--- src/rtl/aes_block_loader.sv ---
// aes_block_loader: assembles a byte stream into 4x4 key and plaintext
// matrices (column-major) and hands completed data blocks, together with
// the active key, to the cipher over a valid/ready handshake.
module aes_block_loader (
  input  logic                 clk,
  input  logic                 rst,
  input  logic [7:0]           in_byte,
  input  logic                 in_kind,
  input  logic                 in_valid,
  output logic                 in_ready,
  output logic [3:0][3:0][7:0] key_o,
  output logic [3:0][3:0][7:0] data_o,
  output logic                 key_valid,
  output logic                 out_valid,
  input  logic                 out_ready,
  output logic                 no_key_err
);

  localparam int unsigned CntW    = 4;
  localparam int unsigned LastIdx = 15;

  typedef enum logic {
    LOAD = 1'b0,
    HOLD = 1'b1
  } state_e;

  state_e                state_q, state_d;
  logic [CntW-1:0]       cnt_q, cnt_d;
  logic                  kind_q, kind_d;
  logic                  pend_key_q, pend_key_d;
  logic [3:0][3:0][7:0]  asm_q, asm_d;
  logic [3:0][3:0][7:0]  key_q, key_d;
  logic [3:0][3:0][7:0]  data_q, data_d;
  logic                  key_valid_q, key_valid_d;
  logic                  out_valid_q, out_valid_d;
  logic                  in_ready_q, in_ready_d;
  logic                  no_key_err_q, no_key_err_d;

  logic                  accept;
  logic                  drain;
  logic                  last;
  logic                  blk_kind;
  logic                  out_free;

  // Handshake qualifiers; out_ready may steer the completion decision.
  always_comb begin
    accept   = in_valid && in_ready_q && (state_q == LOAD);
    drain    = out_valid_q && out_ready;
    last     = accept && (cnt_q == CntW'(LastIdx));
    blk_kind = (cnt_q == '0) ? in_kind : kind_q;
    out_free = !out_valid_q || drain;
  end

  // Next-state, assembly and output-register logic.
  always_comb begin
    state_d      = state_q;
    cnt_d        = cnt_q;
    kind_d       = kind_q;
    pend_key_d   = pend_key_q;
    asm_d        = asm_q;
    key_d        = key_q;
    data_d       = data_q;
    key_valid_d  = key_valid_q;
    out_valid_d  = out_valid_q;
    no_key_err_d = 1'b0;

    case (state_q)
      LOAD: begin
        if (drain) begin
          out_valid_d = 1'b0;
        end
        if (accept) begin
          cnt_d = CntW'(cnt_q + CntW'(1));
          if (cnt_q == '0) begin
            kind_d = in_kind;
          end
          // Outer index is the column (word), inner the row.
          asm_d[cnt_q[3:2]][cnt_q[1:0]] = in_byte;
        end
        if (last) begin
          if (!blk_kind) begin
            if (!key_valid_q) begin
              // No key to encrypt with: drop the block and flag it.
              no_key_err_d = 1'b1;
            end else if (out_free) begin
              data_d      = asm_d;
              out_valid_d = 1'b1;
            end else begin
              state_d    = HOLD;
              pend_key_d = 1'b0;
            end
          end else begin
            if (out_free) begin
              key_d       = asm_d;
              key_valid_d = 1'b1;
            end else begin
              // Defer the key swap so the held block keeps its key.
              state_d    = HOLD;
              pend_key_d = 1'b1;
            end
          end
        end
      end
      HOLD: begin
        if (drain) begin
          if (pend_key_q) begin
            key_d       = asm_q;
            key_valid_d = 1'b1;
            out_valid_d = 1'b0;
          end else begin
            data_d      = asm_q;
            out_valid_d = 1'b1;
          end
          state_d = LOAD;
        end
      end
      default: begin
        state_d = LOAD;
      end
    endcase

    in_ready_d = (state_d == LOAD);
  end

  // State and output registers; reset discards everything including the key.
  always_ff @(posedge clk or negedge rst) begin
    if (!rst) begin
      state_q      <= LOAD;
      cnt_q        <= '0;
      kind_q       <= 1'b0;
      pend_key_q   <= 1'b0;
      asm_q        <= '0;
      key_q        <= '0;
      data_q       <= '0;
      key_valid_q  <= 1'b0;
      out_valid_q  <= 1'b0;
      in_ready_q   <= 1'b0;
      no_key_err_q <= 1'b0;
    end else begin
      state_q      <= state_d;
      cnt_q        <= cnt_d;
      kind_q       <= kind_d;
      pend_key_q   <= pend_key_d;
      asm_q        <= asm_d;
      key_q        <= key_d;
      data_q       <= data_d;
      key_valid_q  <= key_valid_d;
      out_valid_q  <= out_valid_d;
      in_ready_q   <= in_ready_d;
      no_key_err_q <= no_key_err_d;
    end
  end

  assign in_ready   = in_ready_q;
  assign key_o      = key_q;
  assign data_o     = data_q;
  assign key_valid  = key_valid_q;
  assign out_valid  = out_valid_q;
  assign no_key_err = no_key_err_q;

endmodule

--- config.mk ---
export PLATFORM = sky130hd
export DESIGN_NAME = aes_block_loader
export DESIGN_NICKNAME = d
export VERILOG_FILES = /design/src/rtl/aes_block_loader.sv
export SDC_FILE = /design/constraint.sdc
export NUM_CORES = 1
export LEC_CHECK = 0
export ABC_AREA = 1
export CORE_UTILIZATION = 40
export CTS_CLUSTER_SIZE = 25
export DETAILED_ROUTE_END_ITERATION = 8
export GPL_ROUTABILITY_DRIVEN = 0
export PLACE_DENSITY = 0.68
export RECOVER_POWER = 100
export SLEW_MARGIN = 20
export SYNTH_ARGS = -nofsm -noshare
export SYNTH_HDL_FRONTEND = slang
export SYNTH_SLANG_ARGS = --single-unit
--- constraint.sdc ---
create_clock -name clk -period 1.8 [get_ports clk]
set_input_delay 0.36 -clock clk [delete_from_list [all_inputs] [get_ports clk]]
set_output_delay 0.36 -clock clk [all_outputs]
set_load 0.005 [all_outputs]
==> results of run 1 <==
metal layers:
layer / routed length (um) / vias to the layer above
li1: - / 6692
met1: 25400 / 7533
met2: 28900 / 786
met3: 5830 / 148
met4: 2230 / 0
met5: 0 / -
metrics by stage:
stage               setup WS [ns]  instance area, sq um  hold WS [ns]
detailed placement         -0.575                 20000         0.386
global route               -0.216                 24600         0.488
global placement           -0.549                 20000         0.378
floorplan                 0.00138                 16000        0.0644
CTS                       -0.0780                 22100         0.397
finish                     -0.136                 24600         0.473
area by class of cell:
type | instances | area share
clock inverters | 13 | 0.00646
well taps | 525 | 0.0267
diodes | 2 | 0.000203
inverters | 17 | 0.00259
flip-flops and latches | 395 | 0.402
multi-input cells | 1229 | 0.268
clock buffers | 62 | 0.0516
repair buffers | 514 | 0.243
worst paths after layout:
check                             end  slack [ns]  cells past startpoint
max                         key_o[22]       -0.14                     10
min                         key_o[90]        0.47                      2
max reg2reg                 key_o[22]       -0.14                     10
min reg2reg                 key_o[90]        0.47                      2
max in group asynchronous     state_q        0.09                      3
min in group asynchronous  data_o[72]        0.57                      2
cells in the mapped netlist (all sizes together), types with 2 or more instances:
cell,number
dfrtp,395
buf,114
ha,5
nand3,285
clkbuf,27
xor2,3
inv,16
nor2,12
nand2,791
o21ai,2
nand4,122
a21oi,3
worst max-delay path, delay by kind of cell (launching register included):
family          cells  cell delay, ns
flops               1            0.41
simple gates        4            0.41
compound gates      1            0.24
fa+ha+maj           1            0.22
buf+inv             4            0.58
power by group through the flow:
stage          clock network [uW]  registers, uW  logic [uW]
4_1_cts                      9070           8880         415
3_3_place_gp                    0           9040         407
3_5_place_dp                    0           9040         411
2_1_floorplan                   0           9040        37.2
6_report                     8990           8880         384
5_1_grt                      9430           8870         415
cells by family (layout without fill, tap and decap cells):
family,after synthesis,after routing,share of synthesized area
simple gates,1211,1215,0.326
flops,395,395,0.616
buf+inv,158,606,0.0499
compound gates,6,6,0.00242
fa+ha+maj,5,5,0.00390
xor+xnor,3,3,0.00164
other cells,0,2,0
state kept, by name, indices dropped and copies added, names as in the netlist:
register	flops
asm_q	128
cnt_q	4
data_o	128
in_ready	1
key_o	128
key_valid	1
kind_q	1
no_key_err	1
out_valid	1
pend_key_q	1
state_q	1
repair_timing:
action / CTS / global route
hold endpoints to repair: 43 / 0
gates resized for setup: 190 / 399
endpoints found under the setup margin: 409 / 346
hold buffers: 1 / 0
gates cloned: 14 / 38
setup buffers: 30 / 63
pin swaps: 4 / 22
==> impl_metrics.tcl, run 1 <==
set metrics [dict create \
    synth.top_cell.area_share 0.616 \
    vias_per_cell 5.50 \
    synth_edf_count 0 \
    top_usage_layer "met2" \
    area_growth_pct 53.3 \
    crit_chain "ha_2, inv_2, nor2_4, nand2_4, a21oi_4, buf_12, buf_16, clkbuf_16, nand3_1, nand2_1" \
    setup_slack_ns -0.136 \
    htreeDepth 2 \
    min-delay-start "key_o[90]" \
    clk_latency_ns 0.55 \
    routed_wl_um 62300 \
    io_pins 273 \
    hp-class "register to register" \
    outcome "complete, but fails checks" \
    netlist_instances 1778 \
    clk_path_buf_depth 3 \
    drtPass1Iterations 5 \
    fin_util 0.621 \
    ys_seq_area_frac 0.616 \
    violations "negative setup slack" \
    numCtsBuffers 42 \
    cap_violations 0 \
    met3_usage 0.0513 \
    switchingPower_uw 3960 \
    synthTopCellsByArea "dfrtp_1 62%, nand2_1 19%, nand3_1 8.8%" \
    layout_commonest_cell "nand2_1" \
    cpMaxStageDelayCell "dfrtp_1" \
    seqCellArea_sq_mm 0.00989 \
    dp_hpwl_um 30600 \
    fin_cells 2757 \
    die-area_sq_mm 0.0409 \
    final_cell_mix "564 x nand2_1, 394 x dfrtp_1, 264 x nand3_1" \
    cts_sinks 395 \
    synth_seq_cells 395 \
    clock.fmax_mhz 517 \
    finClkSkew_ns 0.0219 \
    use_met2 0.408 \
    power_uw 18300 \
    fin_crit_sh 1.08 \
    maxSlewHeadroom 0.293 \
    grt_pass1_wl_um 82900 \
    yosysUniqueCellTypes 22 \
    grt_overflow 0 \
    syn-num-nets 1796 \
    met1_usage 0.363 \
    yosysTopAreaCell "dfrtp_1" \
    powerDensity_mw_per_mm2 742 \
    pwr-share-comb 0.021 \
    p_clk_frac 0.493 \
    die_h_um 202 \
    power.leakage_uw 0.0142 \
    synth_top_flop_cell "dfrtp_1" \
    drtIter0Drc 1427 \
    dp.cells 2535 \
    die_x_um 202 \
    grt_usage 0.262 \
    floorplan.initialDensity 0.405 \
    rsz0062_at_grt "true" \
    switching_share 0.217 \
    p_int_uw 14300 \
    drc_errors 0 \
    tns_ns -17.57 \
    ir_worst_vdd_mv 0.593 \
    wire_per_inst_um 22.6 \
    synth-async-reset-ratio 1.00 \
    critPathKind "register to register" \
    r2r_start "cnt_q[0]" \
    layout-drive-gt1-share 0.258 \
    syn_area_per_cell_sq_um 9.03 \
    clkTransAtPathRegs_ns 0.06 \
    slew_violations 0 \
    cts_root_buffer "clkbuf_16" \
    ant_nets 0 \
    min_period_ns 1.94 \
    tightestPinTransition_ns 1.06 \
    layout.nets 2217 \
    antenna_found_initial 2 \
    startpoint_type "register" \
    finalSetupViolations 271 \
    worst_path_largest_cell_delay_ns 0.41 \
    cts_tree "yes" \
    io_buffers 272 \
    vias 15200 \
    path_max_fanout 10 \
    synth_area_sq_mm 0.0160 \
    hold_viol 0 \
    crit_path_start "cnt_q[0]" \
    grt_pass1_vias 14200 \
    end_kind "register" \
    power_frac_seq 0.486 \
    fillerInstances 3199 \
    fp.coreArea_sq_mm 0.0396 \
    multi_input_area_sq_mm 0.00660 \
    grt_start_max_net_pins 65 \
    worstPathArrival_ns 2.41 \
    num_rows 73 \
    required_ns 2.27 \
    ys_warn_count 0 \
]
Note: power is estimated with default switching activity, not from simulation.
==> run 2, diff against run 1 <==
==> constraint.sdc (replaced) <==
create_clock -name clk -period 1.8 [get_ports clk]
set_input_delay 0.18 -clock clk [delete_from_list [all_inputs] [get_ports clk]]
set_output_delay 0.18 -clock clk [all_outputs]
set_load 0.005 [all_outputs]
==> run 2 against run 1 <==
The run ends with max-capacitance violations, max-slew violations, negative setup slack left; sequential share of layout area is 0.23 points higher; die area stayed put; flip-flop and latch count stayed put; cell area is 0.56% lower; setup slack better by 0.051 ns; global-route usage is 1.1 points lower; largest cell class unchanged; highest routed layer is now met5.
==> impl_metrics.tcl, run 2 (synthesis gave the netlist of run 1 again) <==
set metrics [dict create \
    floorplan.initialDensity 0.405 \
    layout.nets 2156 \
    drc_errors 0 \
    drtIter0Drc 1345 \
    wire_per_inst_um 23.0 \
    violations "max-capacitance violations, max-slew violations, negative setup slack" \
    path_max_fanout 15 \
    fin_crit_sh 1.05 \
    min_period_ns 1.88 \
    cts_sinks 395 \
    slew_violations 46 \
    io_buffers 272 \
    critPathKind "register to register" \
    clkTransAtPathRegs_ns 0.06 \
    dp_hpwl_um 30600 \
    ir_worst_vdd_mv 0.597 \
    hold_viol 0 \
    cap_violations 1 \
    grt_start_max_net_pins 59 \
    finalSetupViolations 180 \
    grt_pass1_vias 14200 \
    outcome "complete, but fails checks" \
    fp.coreArea_sq_mm 0.0396 \
    cts_tree "yes" \
    setup_slack_ns -0.0845 \
    cts_root_buffer "clkbuf_16" \
    seqCellArea_sq_mm 0.00989 \
    clock.fmax_mhz 531 \
    antenna_found_initial 2 \
    num_antenna_cells 0 \
    io_pins 273 \
    num_rows 73 \
    power_uw 18200 \
    fillerInstances 3142 \
    grt_overflow 0 \
    finClkSkew_ns 0.0129 \
    layout-drive-gt1-share 0.259 \
    die_x_um 202 \
    ant_nets 0 \
    crit_path_start "cnt_q[1]" \
    powerDensity_mw_per_mm2 745 \
    area_growth_pct 52.5 \
    multi_input_area_sq_mm 0.00687 \
    clk_path_buf_depth 3 \
    holdWs_ns 0.402 \
    r2r_start "cnt_q[1]" \
    clk_latency_ns 0.54 \
    tns_ns -5.63 \
    tightestPinTransition_ns 1.59 \
    maxSlewHeadroom -0.0570 \
    hp-class "input port to register" \
    die-area_sq_mm 0.0409 \
    vias_per_cell 5.55 \
    final_cell_mix "562 x nand2_1, 394 x dfrtp_1, 271 x clkdlybuf4s50_1" \
    reg2reg_slack_ns -0.08 \
    htreeDepth 2 \
    placedInstanceArea_sq_mm 0.0200 \
    power.leakage_uw 0.0121 \
    worstPathArrival_ns 2.32 \
    drtPass1Iterations 6 \
    die_h_um 202 \
    rsz0062_at_grt "true" \
    routed_wl_um 61800 \
    required_ns 2.23 \
    vias 14900 \
    layout_commonest_cell "nand2_1" \
    min-delay-start "in_kind" \
    grt_usage 0.251 \
    grt_pass1_wl_um 80200 \
    startpoint_type "register" \
    numCtsBuffers 41 \
    design_area_sq_mm 0.0245 \
    end_kind "register" \
]
==> run 2: cell count changes in the layout (fill, tap and decap cells not counted), sizes merged <==
| cell | delta |
|---|---|
| buf | -61 |
| clkinv | -3 |
| clkdlybuf4s50 | +186 |
| bufinv | +3 |
| clkinvlp | +3 |
| bufbuf | +1 |
| inv | -2 |
| diode | -2 |
| dlymetal6s2s | -64 |
| clkbuf | -5 |
| dlygate4sd2 | -122 |
==> run 2: timing repair <==
| item | in CTS | in global routing |
|---|---|---|
| setup buffers | 9 | 11 |
| gates resized for setup | 34 | 411 |
| gates cloned | 8 | 52 |
| hold endpoints to repair | 40 | 0 |
| endpoints found under the setup margin | 274 | 278 |
| pin swaps | 7 | 61 |
| hold buffers | 1 | 0 |
==> run 2: routing by layer <==
metal / global-route usage / part of all wire
met3: 0.0574 / 0.093
met1: 0.346 / 0.40
met5: 0 / 0.00013
met4: 0.0908 / 0.041
met2: 0.388 / 0.46
==> run 2: cell type report <==
| type | count | area share |
|---|---|---|
| multi-input combinational | 1229 | 0.281 |
| clock inverter | 14 | 0.00951 |
| sequential | 395 | 0.404 |
| timing repair buffer | 454 | 0.229 |
| tap | 525 | 0.0268 |
| clock buffer | 57 | 0.0477 |
| inverter | 17 | 0.00261 |
==> run 2: path summary, 6_finish.rpt <==
path | endpoint | depth (start not counted)
worst max-delay path | data_o[123] | 10
worst min-delay path | kind_q | 3
worst max register to register | data_o[123] | 10
worst min register to register | data_o[46] | 2
max in group asynchronous | key_o[55] | 3
min in group asynchronous | data_o[77] | 2
==> run 2: critical path, cell delays in order (launching register included) <==
cell	delay [ns]
dfrtp_1	0.41
ha_2	0.21
inv_2	0.05
nor2_4	0.13
nand2_4	0.10
a21oi_4	0.18
buf_12	0.19
nand2_8	0.13
clkbuf_16	0.23
nand2_1	0.09
nand2_1	0.05
==> run 2: through the flow <==
step | worst slack, ns | cells | utilization
floorplan | 0.00138 | 1778 | -
global placement | -0.293 | 2540 | 0.504
detailed placement | -0.303 | 2540 | 0.504
CTS | -0.0562 | 2628 | 0.551
global route | -0.131 | 2691 | 0.617
finish | -0.0845 | 2691 | 0.617
==> run 2: where the power goes <==
| group | leakage [uW] | switching (uW) | internal [uW] |
|---|---|---|---|
| registers | 0.00550 | 0 | 8880 |
| clock network | 0.000669 | 3580 | 5380 |
| logic | 0.00596 | 293 | 90.3 |
